[config.mk]
export PLATFORM = sky130hd
export DESIGN_NAME = vram_port_arbiter_flat
export DESIGN_NICKNAME = d
export VERILOG_FILES = /design/src/rtl/vram_port_arbiter_pkg.sv /design/src/rtl/vram_port_arbiter_if.sv /design/src/rtl/vram_port_arbiter_clear_engine.sv /design/src/rtl/vram_port_arbiter.sv /design/src/flat_wrapper.sv
export SDC_FILE = /design/constraint.sdc
export NUM_CORES = 1
export LEC_CHECK = 0
export ABC_AREA = 1
export BUFFER_PORTS_ARGS = -buffer_cell sky130_fd_sc_hd__buf_4
export CAP_MARGIN = 20
export CORE_MARGIN = 2
export CORE_UTILIZATION = 45
export DETAILED_ROUTE_END_ITERATION = 7
export GPL_ROUTABILITY_DRIVEN = 1
export HOLD_SLACK_MARGIN = 0.12
export PLACE_DENSITY = 0.71
export SYNTH_ARGS = -nofsm -noshare
export SYNTH_HDL_FRONTEND = slang
export SYNTH_SLANG_ARGS = --single-unit
export TNS_END_PERCENT = 20
[constraint.sdc]
create_clock -name clk_pixel -period 1.63 [get_ports clk_pixel]
set_input_delay 0.2445 -clock clk_pixel [delete_from_list [all_inputs] [get_ports clk_pixel]]
set_output_delay 0.2445 -clock clk_pixel [all_outputs]
set_load 0.05 [all_outputs]
[src/rtl/vram_port_arbiter_pkg.sv]
// Shared definitions for the display-RAM port arbiter.
//   ADDR_W_DEF / DATA_W_DEF : default RAM geometry (2K x 8)
//   IDLE..ACK               : CPU handshake state encoding
//   gnt_sel_e               : which requester owns the RAM this cycle
package vram_port_arbiter_pkg;

    localparam int ADDR_W_DEF = 11;
    localparam int DATA_W_DEF = 8;

    // CPU handshake states.
    localparam logic [1:0] IDLE     = 2'd0;
    localparam logic [1:0] RD_WAIT1 = 2'd1;
    localparam logic [1:0] RD_WAIT2 = 2'd2;
    localparam logic [1:0] ACK      = 2'd3;

    typedef enum logic [1:0] {
        GNT_NONE = 2'd0,
        GNT_VID  = 2'd1,
        GNT_CPU  = 2'd2,
        GNT_CLR  = 2'd3
    } gnt_sel_e;

endpackage

[src/rtl/vram_port_arbiter_if.sv]
// Requester-side bus of the display-RAM arbiter: video fetch port and
// CPU req/ack port.
//   master : requester view (drives requests, receives data/strobes)
//   slave  : arbiter view
interface vram_port_arbiter_if
    import vram_port_arbiter_pkg::*;
#(
    parameter int ADDR_W = ADDR_W_DEF,
    parameter int DATA_W = DATA_W_DEF
) ();

    // Video fetch: one-cycle strobe, fixed 3-cycle return.
    logic              vid_req;
    logic [ADDR_W-1:0] vid_addr;
    logic [DATA_W-1:0] vid_data;
    logic              vid_valid;

    // CPU: request held until the one-cycle ack.
    logic              cpu_req;
    logic              cpu_we;
    logic [ADDR_W-1:0] cpu_addr;
    logic [DATA_W-1:0] cpu_wdata;
    logic [DATA_W-1:0] cpu_rdata;
    logic              cpu_ack;

    modport master (
        output vid_req, vid_addr,
        input  vid_data, vid_valid,
        output cpu_req, cpu_we, cpu_addr, cpu_wdata,
        input  cpu_rdata, cpu_ack
    );

    modport slave (
        input  vid_req, vid_addr,
        output vid_data, vid_valid,
        input  cpu_req, cpu_we, cpu_addr, cpu_wdata,
        output cpu_rdata, cpu_ack
    );

endinterface

[src/rtl/vram_port_arbiter_clear_engine.sv]
// Screen-clear engine: walks every RAM address once, writing a latched
// fill character whenever the arbiter grants it a spare cycle.
//   clk, rst_n          : clock, async active-low reset
//   clr_start, clr_char : start pulse and fill value (taken only when idle)
//   clr_gnt             : arbiter granted the current clr_addr this cycle
//   clr_req             : a write is pending (same as busy)
//   clr_addr, clr_data  : address / value to write when granted
//   clr_busy            : clear in progress
module vram_clear_engine
    import vram_port_arbiter_pkg::*;
#(
    parameter int ADDR_W = ADDR_W_DEF,
    parameter int DATA_W = DATA_W_DEF,
    parameter bit CLR_EN = 1'b1
) (
    input  logic              clk,
    input  logic              rst_n,
    input  logic              clr_start,
    input  logic [DATA_W-1:0] clr_char,
    input  logic              clr_gnt,
    output logic              clr_req,
    output logic [ADDR_W-1:0] clr_addr,
    output logic [DATA_W-1:0] clr_data,
    output logic              clr_busy
);

    if (CLR_EN) begin : g_clr
        logic              busy_q, busy_d;
        logic [ADDR_W-1:0] cnt_q, cnt_d;
        logic [DATA_W-1:0] char_q, char_d;

        // NOTE: every always_comb output gets a default first so no path
        // can leave it unassigned and infer a latch.
        always_comb begin
            busy_d = busy_q;
            cnt_d  = cnt_q;
            char_d = char_q;
            if (!busy_q) begin
                if (clr_start) begin
                    busy_d = 1'b1;
                    cnt_d  = '0;
                    char_d = clr_char;
                end
            end else if (clr_gnt) begin
                // Advance only on a granted write; the last address ends the run.
                cnt_d = cnt_q + 1'b1;
                if (cnt_q == {ADDR_W{1'b1}}) begin
                    busy_d = 1'b0;
                end
            end
        end

        // NOTE: state flops use non-blocking assignments so every flop
        // samples the pre-edge values, independent of statement order.
        always_ff @(posedge clk or negedge rst_n) begin
            if (!rst_n) begin
                busy_q <= 1'b0;
                cnt_q  <= '0;
                char_q <= '0;
            end else begin
                busy_q <= busy_d;
                cnt_q  <= cnt_d;
                char_q <= char_d;
            end
        end

        assign clr_req  = busy_q;
        assign clr_addr = cnt_q;
        assign clr_data = char_q;
        assign clr_busy = busy_q;
    end else begin : g_no_clr
        assign clr_req  = 1'b0;
        assign clr_addr = '0;
        assign clr_data = '0;
        assign clr_busy = 1'b0;
    end

endmodule

[src/rtl/vram_port_arbiter.sv]
// Arbitrates one single-port synchronous display RAM between video fetch
// (hard priority, fixed 3-cycle latency), the CPU (req/ack) and the
// screen-clear engine (spare cycles only).
//   clk_pixel, reset_n      : pixel clock, async active-low reset
//   bus                     : video + CPU requester ports (slave modport)
//   clr_start/clr_char      : clear start pulse and fill value
//   clr_busy                : clear in progress
//   ram_addr/ram_we/ram_wdata : registered RAM command
//   ram_rdata               : RAM read data, one cycle after ram_addr
module vram_port_arbiter
    import vram_port_arbiter_pkg::*;
#(
    parameter int ADDR_W = ADDR_W_DEF,
    parameter int DATA_W = DATA_W_DEF,
    parameter bit CLR_EN = 1'b1
) (
    input  logic              clk_pixel,
    input  logic              reset_n,
    vram_port_arbiter_if.slave bus,
    input  logic              clr_start,
    input  logic [DATA_W-1:0] clr_char,
    output logic              clr_busy,
    output logic [ADDR_W-1:0] ram_addr,
    output logic              ram_we,
    output logic [DATA_W-1:0] ram_wdata,
    input  logic [DATA_W-1:0] ram_rdata
);

    logic              clr_req;
    logic              clr_gnt;
    logic [ADDR_W-1:0] clr_addr;
    logic [DATA_W-1:0] clr_data;

    gnt_sel_e          gnt_sel;
    logic              cpu_try;

    logic [ADDR_W-1:0] ram_addr_q, ram_addr_d;
    logic              ram_we_q, ram_we_d;
    logic [DATA_W-1:0] ram_wdata_q, ram_wdata_d;

    logic              vid_p1_q, vid_p1_d;
    logic              vid_p2_q, vid_p2_d;
    logic              vid_valid_q, vid_valid_d;
    logic [DATA_W-1:0] vid_data_q, vid_data_d;

    logic [1:0]        cpu_state_q, cpu_state_d;
    logic              cpu_ack_q, cpu_ack_d;
    logic [DATA_W-1:0] cpu_rdata_q, cpu_rdata_d;

    vram_clear_engine #(
        .ADDR_W (ADDR_W),
        .DATA_W (DATA_W),
        .CLR_EN (CLR_EN)
    ) u_clear (
        .clk       (clk_pixel),
        .rst_n     (reset_n),
        .clr_start (clr_start),
        .clr_char  (clr_char),
        .clr_gnt   (clr_gnt),
        .clr_req   (clr_req),
        .clr_addr  (clr_addr),
        .clr_data  (clr_data),
        .clr_busy  (clr_busy)
    );

    // Fixed priority: video > CPU > clear. The CPU is considered only in
    // IDLE outside its ack cycle, so a held cpu_req cannot issue twice.
    always_comb begin
        cpu_try = (cpu_state_q == IDLE) && bus.cpu_req && !cpu_ack_q;
        if (bus.vid_req) begin
            gnt_sel = GNT_VID;
        end else if (cpu_try) begin
            gnt_sel = GNT_CPU;
        end else if (clr_req) begin
            gnt_sel = GNT_CLR;
        end else begin
            gnt_sel = GNT_NONE;
        end
    end

    assign clr_gnt = (gnt_sel == GNT_CLR);

    // RAM command register: an idle cycle holds the address and write data.
    always_comb begin
        ram_addr_d  = ram_addr_q;
        ram_wdata_d = ram_wdata_q;
        ram_we_d    = 1'b0;
        unique case (gnt_sel)
            GNT_VID: ram_addr_d = bus.vid_addr;
            GNT_CPU: begin
                ram_addr_d  = bus.cpu_addr;
                ram_we_d    = bus.cpu_we;
                ram_wdata_d = bus.cpu_wdata;
            end
            GNT_CLR: begin
                ram_addr_d  = clr_addr;
                ram_we_d    = 1'b1;
                ram_wdata_d = clr_data;
            end
            GNT_NONE: ;
        endcase
    end

    // Video return pipeline: grant -> address out -> RAM data -> valid.
    always_comb begin
        vid_p1_d    = (gnt_sel == GNT_VID);
        vid_p2_d    = vid_p1_q;
        vid_valid_d = vid_p2_q;
        vid_data_d  = vid_p2_q ? ram_rdata : vid_data_q;
    end

    // CPU handshake. Writes ack straight from the grant; reads walk the
    // same 3-stage timing as video, so interleaved video grants are harmless.
    always_comb begin
        cpu_state_d = cpu_state_q;
        cpu_ack_d   = 1'b0;
        cpu_rdata_d = cpu_rdata_q;
        case (cpu_state_q)
            IDLE: begin
                if (gnt_sel == GNT_CPU) begin
                    if (bus.cpu_we) begin
                        cpu_ack_d = 1'b1;
                    end else begin
                        cpu_state_d = RD_WAIT1;
                    end
                end
            end
            RD_WAIT1: cpu_state_d = RD_WAIT2;
            RD_WAIT2: begin
                cpu_rdata_d = ram_rdata;
                cpu_ack_d   = 1'b1;
                cpu_state_d = ACK;
            end
            ACK:      cpu_state_d = IDLE;
            default:  cpu_state_d = IDLE;
        endcase
    end

    always_ff @(posedge clk_pixel or negedge reset_n) begin
        if (!reset_n) begin
            ram_addr_q  <= '0;
            ram_we_q    <= 1'b0;
            ram_wdata_q <= '0;
            vid_p1_q    <= 1'b0;
            vid_p2_q    <= 1'b0;
            vid_valid_q <= 1'b0;
            vid_data_q  <= '0;
            cpu_state_q <= IDLE;
            cpu_ack_q   <= 1'b0;
            cpu_rdata_q <= '0;
        end else begin
            ram_addr_q  <= ram_addr_d;
            ram_we_q    <= ram_we_d;
            ram_wdata_q <= ram_wdata_d;
            vid_p1_q    <= vid_p1_d;
            vid_p2_q    <= vid_p2_d;
            vid_valid_q <= vid_valid_d;
            vid_data_q  <= vid_data_d;
            cpu_state_q <= cpu_state_d;
            cpu_ack_q   <= cpu_ack_d;
            cpu_rdata_q <= cpu_rdata_d;
        end
    end

    assign ram_addr      = ram_addr_q;
    assign ram_we        = ram_we_q;
    assign ram_wdata     = ram_wdata_q;
    assign bus.vid_data  = vid_data_q;
    assign bus.vid_valid = vid_valid_q;
    assign bus.cpu_rdata = cpu_rdata_q;
    assign bus.cpu_ack   = cpu_ack_q;

endmodule

[src/flat_wrapper.sv]
// flat-port wrapper written by rule: the top's interface ports become plain ports
module vram_port_arbiter_flat import vram_port_arbiter_pkg::*;
#(
    parameter int ADDR_W = ADDR_W_DEF,
    parameter int DATA_W = DATA_W_DEF,
    parameter bit CLR_EN = 1'b1
)
  (clk_pixel, reset_n, clr_start, clr_char, clr_busy, ram_addr, ram_we, ram_wdata, ram_rdata, bus_vid_req, bus_vid_addr, bus_vid_data, bus_vid_valid, bus_cpu_req, bus_cpu_we, bus_cpu_addr, bus_cpu_wdata, bus_cpu_rdata, bus_cpu_ack);
  vram_port_arbiter_if #(.ADDR_W(ADDR_W), .DATA_W(DATA_W)) bus_i ();
  input  logic clk_pixel;
  input  logic reset_n;
  input  logic clr_start;
  input  logic [DATA_W-1:0] clr_char;
  output logic clr_busy;
  output logic [ADDR_W-1:0] ram_addr;
  output logic ram_we;
  output logic [DATA_W-1:0] ram_wdata;
  input  logic [DATA_W-1:0] ram_rdata;
  input wire logic [$bits(bus_i.vid_req)-1:0] bus_vid_req;
  input wire logic [$bits(bus_i.vid_addr)-1:0] bus_vid_addr;
  output wire logic [$bits(bus_i.vid_data)-1:0] bus_vid_data;
  output wire logic [$bits(bus_i.vid_valid)-1:0] bus_vid_valid;
  input wire logic [$bits(bus_i.cpu_req)-1:0] bus_cpu_req;
  input wire logic [$bits(bus_i.cpu_we)-1:0] bus_cpu_we;
  input wire logic [$bits(bus_i.cpu_addr)-1:0] bus_cpu_addr;
  input wire logic [$bits(bus_i.cpu_wdata)-1:0] bus_cpu_wdata;
  output wire logic [$bits(bus_i.cpu_rdata)-1:0] bus_cpu_rdata;
  output wire logic [$bits(bus_i.cpu_ack)-1:0] bus_cpu_ack;
  assign bus_i.vid_req = bus_vid_req;
  assign bus_i.vid_addr = bus_vid_addr;
  assign bus_vid_data = bus_i.vid_data;
  assign bus_vid_valid = bus_i.vid_valid;
  assign bus_i.cpu_req = bus_cpu_req;
  assign bus_i.cpu_we = bus_cpu_we;
  assign bus_i.cpu_addr = bus_cpu_addr;
  assign bus_i.cpu_wdata = bus_cpu_wdata;
  assign bus_cpu_rdata = bus_i.cpu_rdata;
  assign bus_cpu_ack = bus_i.cpu_ack;
  vram_port_arbiter #(.ADDR_W(ADDR_W), .DATA_W(DATA_W), .CLR_EN(CLR_EN)) u_core (.clk_pixel(clk_pixel), .reset_n(reset_n), .bus(bus_i), .clr_start(clr_start), .clr_char(clr_char), .clr_busy(clr_busy), .ram_addr(ram_addr), .ram_we(ram_we), .ram_wdata(ram_wdata), .ram_rdata(ram_rdata));
endmodule
After elaboration in Yosys (flattened, before gate mapping)
Index checks and enable logic that the tools add are counted.
{ "totals": {"regBits": 62, "in_bits": 52, "out_inout_bits": 39, "word_cells": 54} }
{ "classes": {"add_sub_neg": 1, "n_eq_ne": 10, "muxes": 19, "bitwise_logic": 1, "reduce_logical": 10} }
{ "ops": {"columns": ["operator", "count"], "rows": [
  ["$mux W11", 3],
  ["$pmux W11 S3", 1],
  ["$pmux W8 S2", 1],
  ["$add A11 B1 Y11 const B", 1],
  ["$eq A11 B11 Y1 const B", 1],
  ["$mux W2", 5],
  ["$eq A2 B2 Y1 const B", 4],
  ["$pmux W2 S4", 1],
  ["$mux W1", 6],
  ["$reduce_and A2 Y1", 3],
  ["$eq A2 B1 Y1 const B", 2],
  ["$ne A2 B2 Y1 const B", 2],
  ["$pmux W1 S2", 2],
  ["$reduce_bool A2 Y1", 2],
  ["$reduce_bool A3 Y1", 1],
  ["$logic_and A1 B1 Y1", 2],
  ["$logic_not A2 Y1", 1],
  ["$ne A2 B1 Y1 const B", 1],
  ["$logic_not A1 Y1", 1],
  ["$not A1 Y1", 1]
]} }

Depth between registers and ports, before layout
{ "logic_depth": {"ltp_word": 8, "ltp_mapped": 10, "ltp_nobuf": 9} }

By module
A second synthesis with hierarchy kept.
{ "hier_totals": {"hier_cells": 374, "area_unflattened_um2": 2966.6} }
{ "by_module_without_submodules": {"columns": ["mod", "instances", "cells_per_inst", "area_per_inst_um2", "seq_area_each_um2"], "rows": [
  ["vram_port_arbiter", 1, 256, 2018.2, 1051.0],
  ["vram_clear_engine", 1, 118, 948.4, 500.5]
]} }

Worst setup path before layout
OpenSTA, ideal clock, no wires.
{ "synth_path": {"kind": "reg2reg", "start": "register u_core.u_clear.g_clr.busy_q (netlist: u_core.u_clear.clr_busy)", "end": "register u_core.u_clear.g_clr.cnt_q[0] (netlist: u_core.u_clear.clr_addr[0])", "arrival_ps": 1430, "required_ps": 1512, "slack_ps": 83, "path_stages_with_launch": 8, "path_buffers": 0, "path_cell_list": "dfrtp_1 > inv_2 > nor2_4 > nand2_8 > nand2_4 > inv_4 > a21oi_1 > inv_1"} }
{ "synth_between": {"elab_chain_len": 6} }
{ "synth_lines": {"columns": ["item", "line_no", "rtl"], "rows": [
  ["start, declared", "vram_port_arbiter_clear_engine.sv:28", "logic busy_q, busy_d;"],
  ["start signal, assigned", "vram_port_arbiter_clear_engine.sv:61", "busy_q <= busy_d;"],
  ["$mux W2", "vram_port_arbiter.sv:74", "end else if (clr_req) begin"],
  ["$mux W2", "vram_port_arbiter.sv:72", "end else if (cpu_try) begin"],
  ["$mux W2", "vram_port_arbiter.sv:70", "if (bus.vid_req) begin"],
  ["$eq A2 B2 Y1", "vram_port_arbiter.sv:81", "assign clr_gnt = (gnt_sel == GNT_CLR);"],
  ["$ne A2 B1 Y1 (no line)", null, null],
  ["$reduce_and A2 Y1 (no line)", null, null],
  ["end signal, assigned", "vram_port_arbiter_clear_engine.sv:62", "cnt_q <= cnt_d;"],
  ["end, declared", "vram_port_arbiter_clear_engine.sv:29", "logic [ADDR_W-1:0] cnt_q, cnt_d;"]
]} }
Parallel ways exist; a longest one is shown, timed or not.
A chain may end at the register's enable or synchronous reset.

Worst setup path in the final report
{ "layout_path": {"start": "register u_core.cpu_state_q[0]", "end": "register u_core.ram_wdata_q[3] (netlist: u_core.ram_wdata[3])"} }
{ "layout_between": {"elab_chain_len": 7} }
{ "layout_lines": {"columns": ["item", "line_no", "rtl"], "rows": [
  ["start, declared", "vram_port_arbiter.sv:46", "logic [1:0] cpu_state_q, cpu_state_d;"],
  ["start signal, assigned", "vram_port_arbiter.sv:159", "cpu_state_q <= cpu_state_d;"],
  ["$logic_not A2 Y1 *", "vram_port_arbiter.sv:69", "cpu_try = (cpu_state_q == IDLE) && bus.cpu_req && !cpu_ack_q;"],
  ["$logic_and A1 B1 Y1 * (2 in series)", "vram_port_arbiter.sv:69", null],
  ["$mux W2 *", "vram_port_arbiter.sv:72", null],
  ["$mux W2 *", "vram_port_arbiter.sv:70", null],
  ["$eq A2 B2 Y1", "vram_port_arbiter.sv:88", "unique case (gnt_sel)"],
  ["$pmux W8 S2 or $reduce_bool A2 Y1 (tied branches)", null, null],
  ["end signal, assigned", "vram_port_arbiter.sv:154", "ram_wdata_q <= ram_wdata_d;"],
  ["end, declared", "vram_port_arbiter.sv:39", "logic [DATA_W-1:0] ram_wdata_q, ram_wdata_d;"]
]} }
Every way passes the cells marked *; elsewhere a longest branch is shown, timed or not.

==> out/qor.csv <==
stage;metric;value;unit
final_layout;area of the multi-input gates;1331;um2
clock_tree;TritonCTS clock tree;done;
sta;Max-Slew Margin vs Limit;75.62;%
critical_path;Crit Path Category;reg -> reg;
clock_tree;setup bufs post-CTS;0;
sta;fin crit share;91.11;%
critical_path;RR Endpoint;u_core.ram_wdata[3];
drt;DRT Pass-1 Iters;4;
logic_synthesis;post-synthesis cell area;3072;um2
floorplan;row count;30;
final_layout;Layout Area Growth over Synthesis;37.47;%
floorplan;Ports;91;
hold_path;Hold WC Path Type;in -> reg;
power;Clock Power Share;24.2;%
placement;cell area after placement;3852;um2
status;outcome;complete, no violations;
logic_synthesis;dominant synthesized flop cell;dfrtp_1;
clock_tree;Sink Count;62;
final_layout;share of layout cells above drive strength 1;34.72;%
logic_synthesis;gate count after technology mapping;342;
final_layout;antenna fix cells;0;
sta;Final TNS setup;0;ns
critical_path;CP max stage delay;0.39;ns
hold_path;Hold Startpoint;bus_cpu_wdata[7];
clock_tree;Clock transition at path regs;0.07;ns
critical_path;Worst Setup SP;u_core.cpu_state_q[0];
clock_tree;maximum clock path buffer count;2;
critical_path;worst endpoint required time;1.86;ns
final_layout;layout net count;509;
logic_synthesis;largest cells by area after synthesis;dfrtp_1, nand2_1, mux2_2, nor2_1, nand3_1;
power;Logic pwr share;41.4;%
drt;Iter 0 DRT Violations;147;
logic_synthesis;Avg Cell Area, Syn;8.982;um2
placement;HPWL after DPL;5.298;mm
critical_path;Reg2Reg Depth;8;
critical_path;Worst path depth;8;
sta;RSZ-0062 raised after global routing;false;
logic_synthesis;asr flop ratio synth;100.0;%
critical_path;Top delay family on crit path;simple AND/OR/NAND/NOR gates;
run;max-cap viol count;0;
logic_synthesis;syn_nets;398;
logic_synthesis;share of the synthesized area in the top cell type;50.51;%
power;Leakage;0.002168;uW
drt;drt total wl;7.339;mm
critical_path;CP Max Fanout;10;
final_layout;Non-Filler Instances;538;
grt;vias in the first global route;2531;
clock_tree;CTS root buffer;clkbuf_8;
sta;Worst-Margin Slew;0.3656;ns
grt;GRT Util Overall;20.66;%
power;register share of total power;34.4;%
logic_synthesis;Yosys reg bits;62;
drt;total number of vias;2610;
logic_synthesis;post-synth top area cell;dfrtp_1;
logic_synthesis;Post-synth EDFFs;0;
power;Sw Ratio;40.08;%
critical_path;crit-path cells;inv_1, ha_4, nand3_4, buf_12, nand2_8, nand2_4, nand2_1, nand3_1;
logic_synthesis;Ys Warns;0;
critical_path;critical path arrival;1.72;ns
grt;antenna violations before repair;0;
final_layout;FF+latch area;1551;um2
floorplan;Starting Density;45.97;%
floorplan;core area;6681;um2
critical_path;crit path buf inv count;2;
final_layout;Util after Layout;63.20;%
floorplan;Die Width;86.62;um
power;internal power;3667;uW
floorplan;Die Area;7503;um2
final_layout;Fillers;573;
grt;pin count of the biggest net entering global routing;38;
logic_synthesis;post-synthesis cell type count;30;
final_layout;Final Cell Area;4223;um2
drt;DRC;0;
critical_path;CP max-delay cell;dfrtp_1;
placement;placed cell count;508;
logic_synthesis;Seq/Total Area, Yosys;50.51;%
sta;Max Clk Rate;0.6733;GHz
sta;setup violators final;0;
critical_path;reg2reg start;u_core.cpu_state_q[0];
drt;WL/cell;13.64;um
grt;grt ovf;0;
sta;final hold vios;0;
critical_path;Worst Setup EP;u_core.ram_wdata[3];
sta;Final Max Slew Viols;0;
placement;RD Place Congestion;0.8389;
clock_tree;TritonCTS buffer count;9;
grt;global-route wire length before repair;11.90;mm
clock_tree;# H-tree levels;3;
power;Pwr per Cell Area;1449;nW/um2
sta;Hold Worst Slack;0.1203;ns
placement;PortBufs;90;
sta;fin crit period;1.485;ns
drt;vias per inst;4.851;
power;VDD IR max;660.0;uV
floorplan;Die Y-Extent;86.62;um
critical_path;Startpoint Class;flip-flop;
sta;Worst Skew;0.007083;ns
clock_tree;latest clock arrival within the worst-skew pair;0.35;ns
critical_path;worst reg2reg setup slack;0.14;ns
drt;post-route ant nets;0;
critical_path;crit path capture type;flip-flop;
power;Psw;2453;uW
-- per-layer routing --
layer	GRT usage, %	up-vias	share of wire [%]
met5	0	-	0
met4	7.955	0	1.8
met3	4.762	11	4.7
met2	32.80	73	49
met1	27.55	1218	45
li1	-	1308	-
-- Yosys cell counts, drive strengths merged, types with 2 or more instances --
master	instances
nand2	121
dfrtp	62
nor2	52
inv	24
nand3	19
mux2	16
a21oi	10
buf	10
o21ai	9
o211ai	7
ha	4
nand4	3
clkbuf	2
-- cell type report --
cell class	count	area share [%]
Clock inverter	6	2.044
Inverter	24	2.370
Clock buffer	10	3.022
Multi-Input combinational cell	244	31.53
Tap cell	80	2.370
Timing Repair Buffer	112	21.93
Sequential cell	62	36.74
-- worst min-delay path, cell delays in order --
cell	delay, ns
buf_4	0.08
nand2_1	0.04
nand3_1	0.07
-- cell families after synthesis --
kind of cell | share of synthesized area [%]
buf+inv | 6.680
fa+ha+maj | 1.629
simple gates | 28.80
flops | 50.51
xor+xnor | 0.2852
mux | 5.865
compound gates | 6.232
-- sequential cells by signal (all words and copies together) (netlist names) --
register / flops
u_core.bus.cpu_ack: 1
u_core.bus.cpu_rdata: 8
u_core.bus.vid_data: 8
u_core.bus.vid_valid: 1
u_core.cpu_state_q: 2
u_core.ram_addr: 11
u_core.ram_wdata: 8
u_core.ram_we: 1
u_core.u_clear.clr_addr: 11
u_core.u_clear.clr_busy: 1
u_core.u_clear.clr_data: 8
u_core.vid_p1_q: 1
u_core.vid_p2_q: 1
-- per-stage QoR --
stage | worst slack, ns | power, uW
6_report | 0.1449 | 6121
4_1_cts | 0.06853 | 6099
5_1_grt | 0.002770 | 6427
3_3_place_gp | 0.1614 | 4547
2_1_floorplan | 0.08287 | 3768
3_5_place_dp | 0.05869 | 4604
-- layout by cell type (no fill, tap or decap), drive strengths merged --
cell / count
a21oi: 10
buf: 98
bufinv: 2
clkbuf: 10
clkinv: 3
clkinvlp: 1
dfrtp: 62
dlygate4sd3: 14
ha: 4
inv: 24
mux2: 16
nand2: 121
nand3: 19
nand4: 3
nor2: 52
o211ai: 7
o21ai: 9
o21bai: 1
o22ai: 1
xnor2: 1
-- power groups by stage --
stage | combinational, uW | sequential, uW | clock, uW
floorplan | 888 | 2880 | 0
global placement | 2430 | 2120 | 0
detailed placement | 2470 | 2130 | 0
CTS | 2500 | 2100 | 1490
global route | 2710 | 2150 | 1560
finish | 2530 | 2100 | 1480
-- how the worst min path moves through the flow --
stage               depth (start not counted)                 endpoint  slack [ns]
finish                                      3      u_core.ram_wdata[7]        0.12
global route                                2  u_core.bus.cpu_rdata[4]        0.13
CTS                                         3      u_core.ram_wdata[7]        0.12
detailed placement                          1       u_core.ram_addr[4]        0.19
global placement                            1       u_core.ram_addr[4]        0.19
floorplan                                   0       u_core.bus.cpu_ack       -0.05
-- repair_timing --
item,CTS,global route
hold endpoints to repair,38,0
gates resized for setup,0,3
hold buffers,14,0
endpoints found under the setup margin,0,17
No activity file was read; power rests on OpenSTA's default activity.
